==> src/rtl/fifo_sync_param_if.sv <==
// Handshake and status bundle for the single-clock FIFO.
// master drives requests; slave is the FIFO side.
interface fifo_sync_param_if #(
  parameter int DATA_WIDTH = 16,
  parameter int ADDR_WIDTH = 7
);

  logic [DATA_WIDTH-1:0] write_data;
  logic                  write_enable;
  logic                  read_enable;
  logic [DATA_WIDTH-1:0] read_data;
  logic                  full;
  logic                  empty;
  logic                  almost_full;
  logic                  almost_empty;
  logic [ADDR_WIDTH:0]   fill_count;
  logic                  overflow;
  logic                  underflow;

  modport master (
    output write_data,
    output write_enable,
    output read_enable,
    input  read_data,
    input  full,
    input  empty,
    input  almost_full,
    input  almost_empty,
    input  fill_count,
    input  overflow,
    input  underflow
  );

  modport slave (
    input  write_data,
    input  write_enable,
    input  read_enable,
    output read_data,
    output full,
    output empty,
    output almost_full,
    output almost_empty,
    output fill_count,
    output overflow,
    output underflow
  );

endinterface

==> src/rtl/fifo_sync_param.sv <==
// Single-clock parametrised FIFO with fill level,
// programmable almost flags and sticky error flags.
module fifo_sync_param #(
  parameter int DATA_WIDTH          = 16,
  parameter int ADDR_WIDTH          = 7,
  parameter int ALMOST_FULL_THRESH  = 120,
  parameter int ALMOST_EMPTY_THRESH = 8
) (
  input  logic           clock,
  input  logic           reset_n,
  fifo_sync_param_if.slave bus
);

  localparam int DEPTH = 2 ** ADDR_WIDTH;
  localparam int PW    = ADDR_WIDTH + 1;

  localparam logic [PW-1:0] AF_T =
    PW'(ALMOST_FULL_THRESH);
  localparam logic [PW-1:0] AE_T =
    PW'(ALMOST_EMPTY_THRESH);
  localparam logic [PW-1:0] ONE = PW'(1);

  logic [DATA_WIDTH-1:0] mem [DEPTH];

  logic [PW-1:0]         wptr;
  logic [PW-1:0]         rptr;
  logic [PW-1:0]         count;
  logic [DATA_WIDTH-1:0] rdata;
  logic                  ovf;
  logic                  unf;

  logic [ADDR_WIDTH-1:0] waddr;
  logic [ADDR_WIDTH-1:0] raddr;
  logic                  full_w;
  logic                  empty_w;
  logic                  wr_acc;
  logic                  rd_acc;

  assign waddr = wptr[ADDR_WIDTH-1:0];
  assign raddr = rptr[ADDR_WIDTH-1:0];

  // Wrap bit tells full from empty when addresses match.
  assign empty_w = (wptr == rptr);
  assign full_w  =
    (waddr == raddr) &&
    (wptr[ADDR_WIDTH] != rptr[ADDR_WIDTH]);

  assign wr_acc = bus.write_enable & ~full_w;
  assign rd_acc = bus.read_enable  & ~empty_w;

  // Storage is deliberately left out of reset.
  always_ff @(posedge clock) begin
    if (wr_acc) begin
      mem[waddr] <= bus.write_data;
    end
  end

  always_ff @(posedge clock) begin
    if (!reset_n) begin
      wptr <= '0;
      rptr <= '0;
    end else begin
      if (wr_acc) begin
        wptr <= wptr + ONE;
      end
      if (rd_acc) begin
        rptr <= rptr + ONE;
      end
    end
  end

  always_ff @(posedge clock) begin
    if (!reset_n) begin
      rdata <= '0;
    end else if (rd_acc) begin
      rdata <= mem[raddr];
    end
  end

  always_ff @(posedge clock) begin
    if (!reset_n) begin
      count <= '0;
    end else begin
      unique case (1'b1)
        (wr_acc & ~rd_acc): count <= count + ONE;
        (rd_acc & ~wr_acc): count <= count - ONE;
        default:            count <= count;
      endcase
    end
  end

  always_ff @(posedge clock) begin
    if (!reset_n) begin
      ovf <= 1'b0;
      unf <= 1'b0;
    end else begin
      if (bus.write_enable & full_w) begin
        ovf <= 1'b1;
      end
      if (bus.read_enable & empty_w) begin
        unf <= 1'b1;
      end
    end
  end

  assign bus.read_data    = rdata;
  assign bus.full         = full_w;
  assign bus.empty        = empty_w;
  assign bus.fill_count   = count;
  assign bus.almost_full  = (count >= AF_T);
  assign bus.almost_empty = (count <= AE_T);
  assign bus.overflow     = ovf;
  assign bus.underflow    = unf;

endmodule

==> src/flat_wrapper.sv <==
// flat-port wrapper written by rule: the top's interface ports become plain ports
module fifo_sync_param_flat 
#(
  parameter int DATA_WIDTH          = 16,
  parameter int ADDR_WIDTH          = 7,
  parameter int ALMOST_FULL_THRESH  = 120,
  parameter int ALMOST_EMPTY_THRESH = 8
)
  (clock, reset_n, bus_write_data, bus_write_enable, bus_read_enable, bus_read_data, bus_full, bus_empty, bus_almost_full, bus_almost_empty, bus_fill_count, bus_overflow, bus_underflow);
  fifo_sync_param_if #(.DATA_WIDTH(DATA_WIDTH), .ADDR_WIDTH(ADDR_WIDTH)) bus_i ();
  input  logic clock;
  input  logic reset_n;
  input wire logic [$bits(bus_i.write_data)-1:0] bus_write_data;
  input wire logic [$bits(bus_i.write_enable)-1:0] bus_write_enable;
  input wire logic [$bits(bus_i.read_enable)-1:0] bus_read_enable;
  output wire logic [$bits(bus_i.read_data)-1:0] bus_read_data;
  output wire logic [$bits(bus_i.full)-1:0] bus_full;
  output wire logic [$bits(bus_i.empty)-1:0] bus_empty;
  output wire logic [$bits(bus_i.almost_full)-1:0] bus_almost_full;
  output wire logic [$bits(bus_i.almost_empty)-1:0] bus_almost_empty;
  output wire logic [$bits(bus_i.fill_count)-1:0] bus_fill_count;
  output wire logic [$bits(bus_i.overflow)-1:0] bus_overflow;
  output wire logic [$bits(bus_i.underflow)-1:0] bus_underflow;
  assign bus_i.write_data = bus_write_data;
  assign bus_i.write_enable = bus_write_enable;
  assign bus_i.read_enable = bus_read_enable;
  assign bus_read_data = bus_i.read_data;
  assign bus_full = bus_i.full;
  assign bus_empty = bus_i.empty;
  assign bus_almost_full = bus_i.almost_full;
  assign bus_almost_empty = bus_i.almost_empty;
  assign bus_fill_count = bus_i.fill_count;
  assign bus_overflow = bus_i.overflow;
  assign bus_underflow = bus_i.underflow;
  fifo_sync_param #(.DATA_WIDTH(DATA_WIDTH), .ADDR_WIDTH(ADDR_WIDTH), .ALMOST_FULL_THRESH(ALMOST_FULL_THRESH), .ALMOST_EMPTY_THRESH(ALMOST_EMPTY_THRESH)) u_core (.clock(clock), .reset_n(reset_n), .bus(bus_i));
endmodule
==> config.mk <==
export PLATFORM = sky130hd
export DESIGN_NAME = fifo_sync_param_flat
export DESIGN_NICKNAME = d
export VERILOG_FILES = /design/src/rtl/fifo_sync_param_if.sv /design/src/rtl/fifo_sync_param.sv /design/src/flat_wrapper.sv
export SDC_FILE = /design/constraint.sdc
export NUM_CORES = 2
export LEC_CHECK = 0
export BUFFER_PORTS_ARGS = -buffer_cell sky130_fd_sc_hd__buf_2
export CAP_MARGIN = 25
export CORE_MARGIN = 2
export CORE_UTILIZATION = 40
export CTS_BUF_LIST = sky130_fd_sc_hd__clkbuf_2
export CTS_CLUSTER_SIZE = 10
export DETAILED_ROUTE_END_ITERATION = 8
export GPL_ROUTABILITY_DRIVEN = 1
export SYNTH_ARGS = -nofsm -noshare
export SYNTH_HDL_FRONTEND = slang
export SYNTH_SLANG_ARGS = --single-unit
==> constraint.sdc <==
create_clock -name clock -period 4.65 [get_ports clock]
set_input_delay 0.93 -clock clock [delete_from_list [all_inputs] [get_ports clock]]
set_output_delay 0.93 -clock clock [all_outputs]
set_load 0.05 [all_outputs]
==> impl_results.md <==
- Outcome: finished clean
- Non-filler cells, final: 7437
- TritonCTS Buffers: 545
- Syn avg cell area: 21.4 sq um
- Post-CTS Setup Repair Bufs: 0
- Post-route minimum period: 4430 ps
- Post-DR wirelength/cell: 29.5 um
- Max Slew Vio Count: 0
- Die height: 453 um
- Synth async-reset ratio: 0%
- Synth warnings: 0
- FF+latch count, synth: 2090
- Placed cell area: 85500 sq um
- Cell Rows: 164
- Worst setup startpoint: u_core.wptr[6]
- Mapped Area: 80600 sq um
- Final hold violations: 0
- F_max: 0.226 GHz
- Largest family of logic cells by synthesized area: multiplexers
- Dpl cells: 6535
- Most frequent cells in the layout: edfxtp_1 (2048), clkbuf_2 (780), mux4_2 (436), buf_4 (269), mux2i_1 (232)
- Worst path cell trace: xor2_1 -> nor4_1 -> buf_4 -> nand2_1 -> nor2_2 -> buf_2
- DR vias/cell: 5.64
- H-tree lvl count: 6
- Reg-to-reg critical path endpoint: u_core.bus.read_data[4]
- Final Util: 45.1%
- Mux cell area share after synthesis: 15.5%
- Final setup violation count: 0
- Critical Path Start Type: register
- Post-synthesis cell type count: 58
- Hold path cells: 2
- CTS root buf: clkbuf_2
- Simple-gate share of the synthesized area: 2.08%
- Post-synth EDFFs: 2048
- Sequential fraction of the synthesis area: 77.4%
- Slew margin rel.: 21.6%
- Ys flop type: edfxtp_1
- Vias in the first global route: 42618
- Synth Area in XOR/XNOR: 0.283%
- Hpwl dp: 130 mm
- Synth Area in Compound Gates: 3.20%
- Commonest non-fill, non-tap cell in the layout: edfxtp_1
- Starting Density: 40.3%
- WP data arrival: 3500 ps
- Core area: 200000 sq um
- Dpl ws: 838 ps
- Die X: 453 um
- GR Util All Layers: 21.2%
- Worst Path Max Fanout: 9
- Port bufs: 49
- Initial antenna violation count: 10
- First-pass iteration count of the detailed router: 6
- Clock Sinks: 2090
- Hold Crit Class: in2reg
- Static leakage: 0.0284 uW
- Final WL: 219 mm
- Clock Latency Late Sink: 1760 ps
- Max-cap violations: 0
- CP Capture Type: output port
- Depth of the most critical reg-to-reg path: 9
- CP required: 3720 ps
- Share of layout cells above drive strength 1: 33.5%
- # IOs: 50
- Max clock buf depth: 4
- CTS tree: yes
- Delay of the slowest critical-path stage: 530 ps
- Maximum VDD drop: 263 uV
- Tot Pwr: 37200 uW
- Die area: 205000 sq um
- Worst-margin pin slew: 1180 ps
- Grt ovf: 0
- Worst-path clk slew: 120 ps
- Clock Skews: 145 ps
- Slowest CP cell: dfxtp_1
- Reg-to-Reg Start: u_core.rptr[0]
- Final #Nets: 4483
- Via count: 41936
- Final WS setup: 216 ps
- DRC violations left: 0
- Synthesized instance count: 3771
- Layout area overhead: 11.8%
- WS Path Type: reg2out
- Routed Antenna Nets: 0
- Post-Layout Inst Area: 90100 sq um
- Post-Synth Adder-Cell Area: 0.165%
- Post-synth net total: 3801
- Placer Congestion: 0.889
- Fin crit share: 95.4%
- Reg2Reg Setup Slack: 720 ps
- Worst setup path endpoint: bus_full
- First-pass GRT wire length: 309 mm
- Initial DRC count: 5249
- Largest net degree at the start of global routing: 129
- Power Density: 412 nW/um^2
[what timing repair did]
item	in CTS	in global routing
setup endpoints to repair	2	1
hold endpoints to repair	1685	3
hold buffers	23	1
resized for setup	3	2
[through the flow]
stage,TNS (ps),hold WS [ps]
detailed placement,0,481
CTS,-0.582,43.2
finish,0,229
floorplan,0,501
global route,-86.8,20.2
global placement,0,466
[flip-flops by register name, summed over array words and instances (netlist names)]
name                   count
u_core.mem              2048
u_core.bus.read_data      16
u_core.bus.fill_count      8
u_core.rptr                8
u_core.wptr                8
u_core.bus.overflow        1
u_core.bus.underflow       1
[metal layers]
| metal | track usage, % | wire length (um) |
|---|---|---|
| met1 | 28.7 | 88900 |
| met4 | 8.22 | 7230 |
| met3 | 5.94 | 20200 |
| met2 | 32.6 | 103000 |
| met5 | 0 | 17 |
[critical path, delay by kind of cell (launching register included)]
kind | cells | cell delay (ps)
buffers and inverters | 2 | 490
and+or+nand+nor | 3 | 620
xor gates and xnor gates | 1 | 120
DFF | 1 | 530
[power by group]
part	switching [uW]	internal (uW)	leakage, uW	total [uW]
logic	2630	2040	0.00625	4670
registers	107	20700	0.0188	20800
clock network	7190	4510	0.00343	11700
[how the worst min path moves through the flow]
stage / from / end / slack [ps]
after floorplan: u_core.rptr[7] / u_core.rptr[7] / 500
after global placement: u_core.bus.underflow / u_core.bus.underflow / 470
after detailed placement: u_core.bus.underflow / u_core.bus.underflow / 480
after CTS: bus_write_data[9] / u_core.mem[52][9] / 40
after global routing: bus_write_data[9] / u_core.mem[48][9] / 20
final: bus_write_data[9] / u_core.mem[51][9] / 230
[kinds of logic (layout without fill, tap and decap cells)]
| kind of cell | Yosys count | after routing |
|---|---|---|
| buffers and inverters | 224 | 1218 |
| flip-flops | 2090 | 2090 |
| multiplexers | 684 | 684 |
| XOR/XNOR | 26 | 26 |
| AO/OA/AOI/OAI | 361 | 361 |
| adder cells (fa/ha/maj) | 10 | 10 |
| AND/OR/NAND/NOR | 376 | 376 |
| other | 0 | 16 |
[cell type report]
type	instances	area (sq um)
antenna	16	40.0
fill	17269	110000
tap	2656	3320
sequential	2090	62400
timing repair buffer	350	2930
multi-input combinational	1457	17200
clock inverter	79	370
inverter	9	33.8
clock buffer	780	3900
[synth_stat cells, drive strengths merged (11+ instances only)]
library cell / instances / area (sq um)
edfxtp: 2048 / 61500
mux4: 448 / 10100
mux2i: 232 / 2320
nor2: 167 / 627
buf: 119 / 733
a22oi: 105 / 788
clkbuf: 96 / 360
nand2: 85 / 319
a21oi: 62 / 310
dfxtp: 42 / 841
nand3: 33 / 165
a211oi: 31 / 233
o21ai: 30 / 150
and2: 24 / 150
o221ai: 23 / 201
o22ai: 22 / 138
nor2b: 19 / 119
xor2: 17 / 149
nor3: 14 / 70.1
o211ai: 14 / 105
a32o: 11 / 110
nand2b: 11 / 68.8
Power figures use the tool's default switching activity.
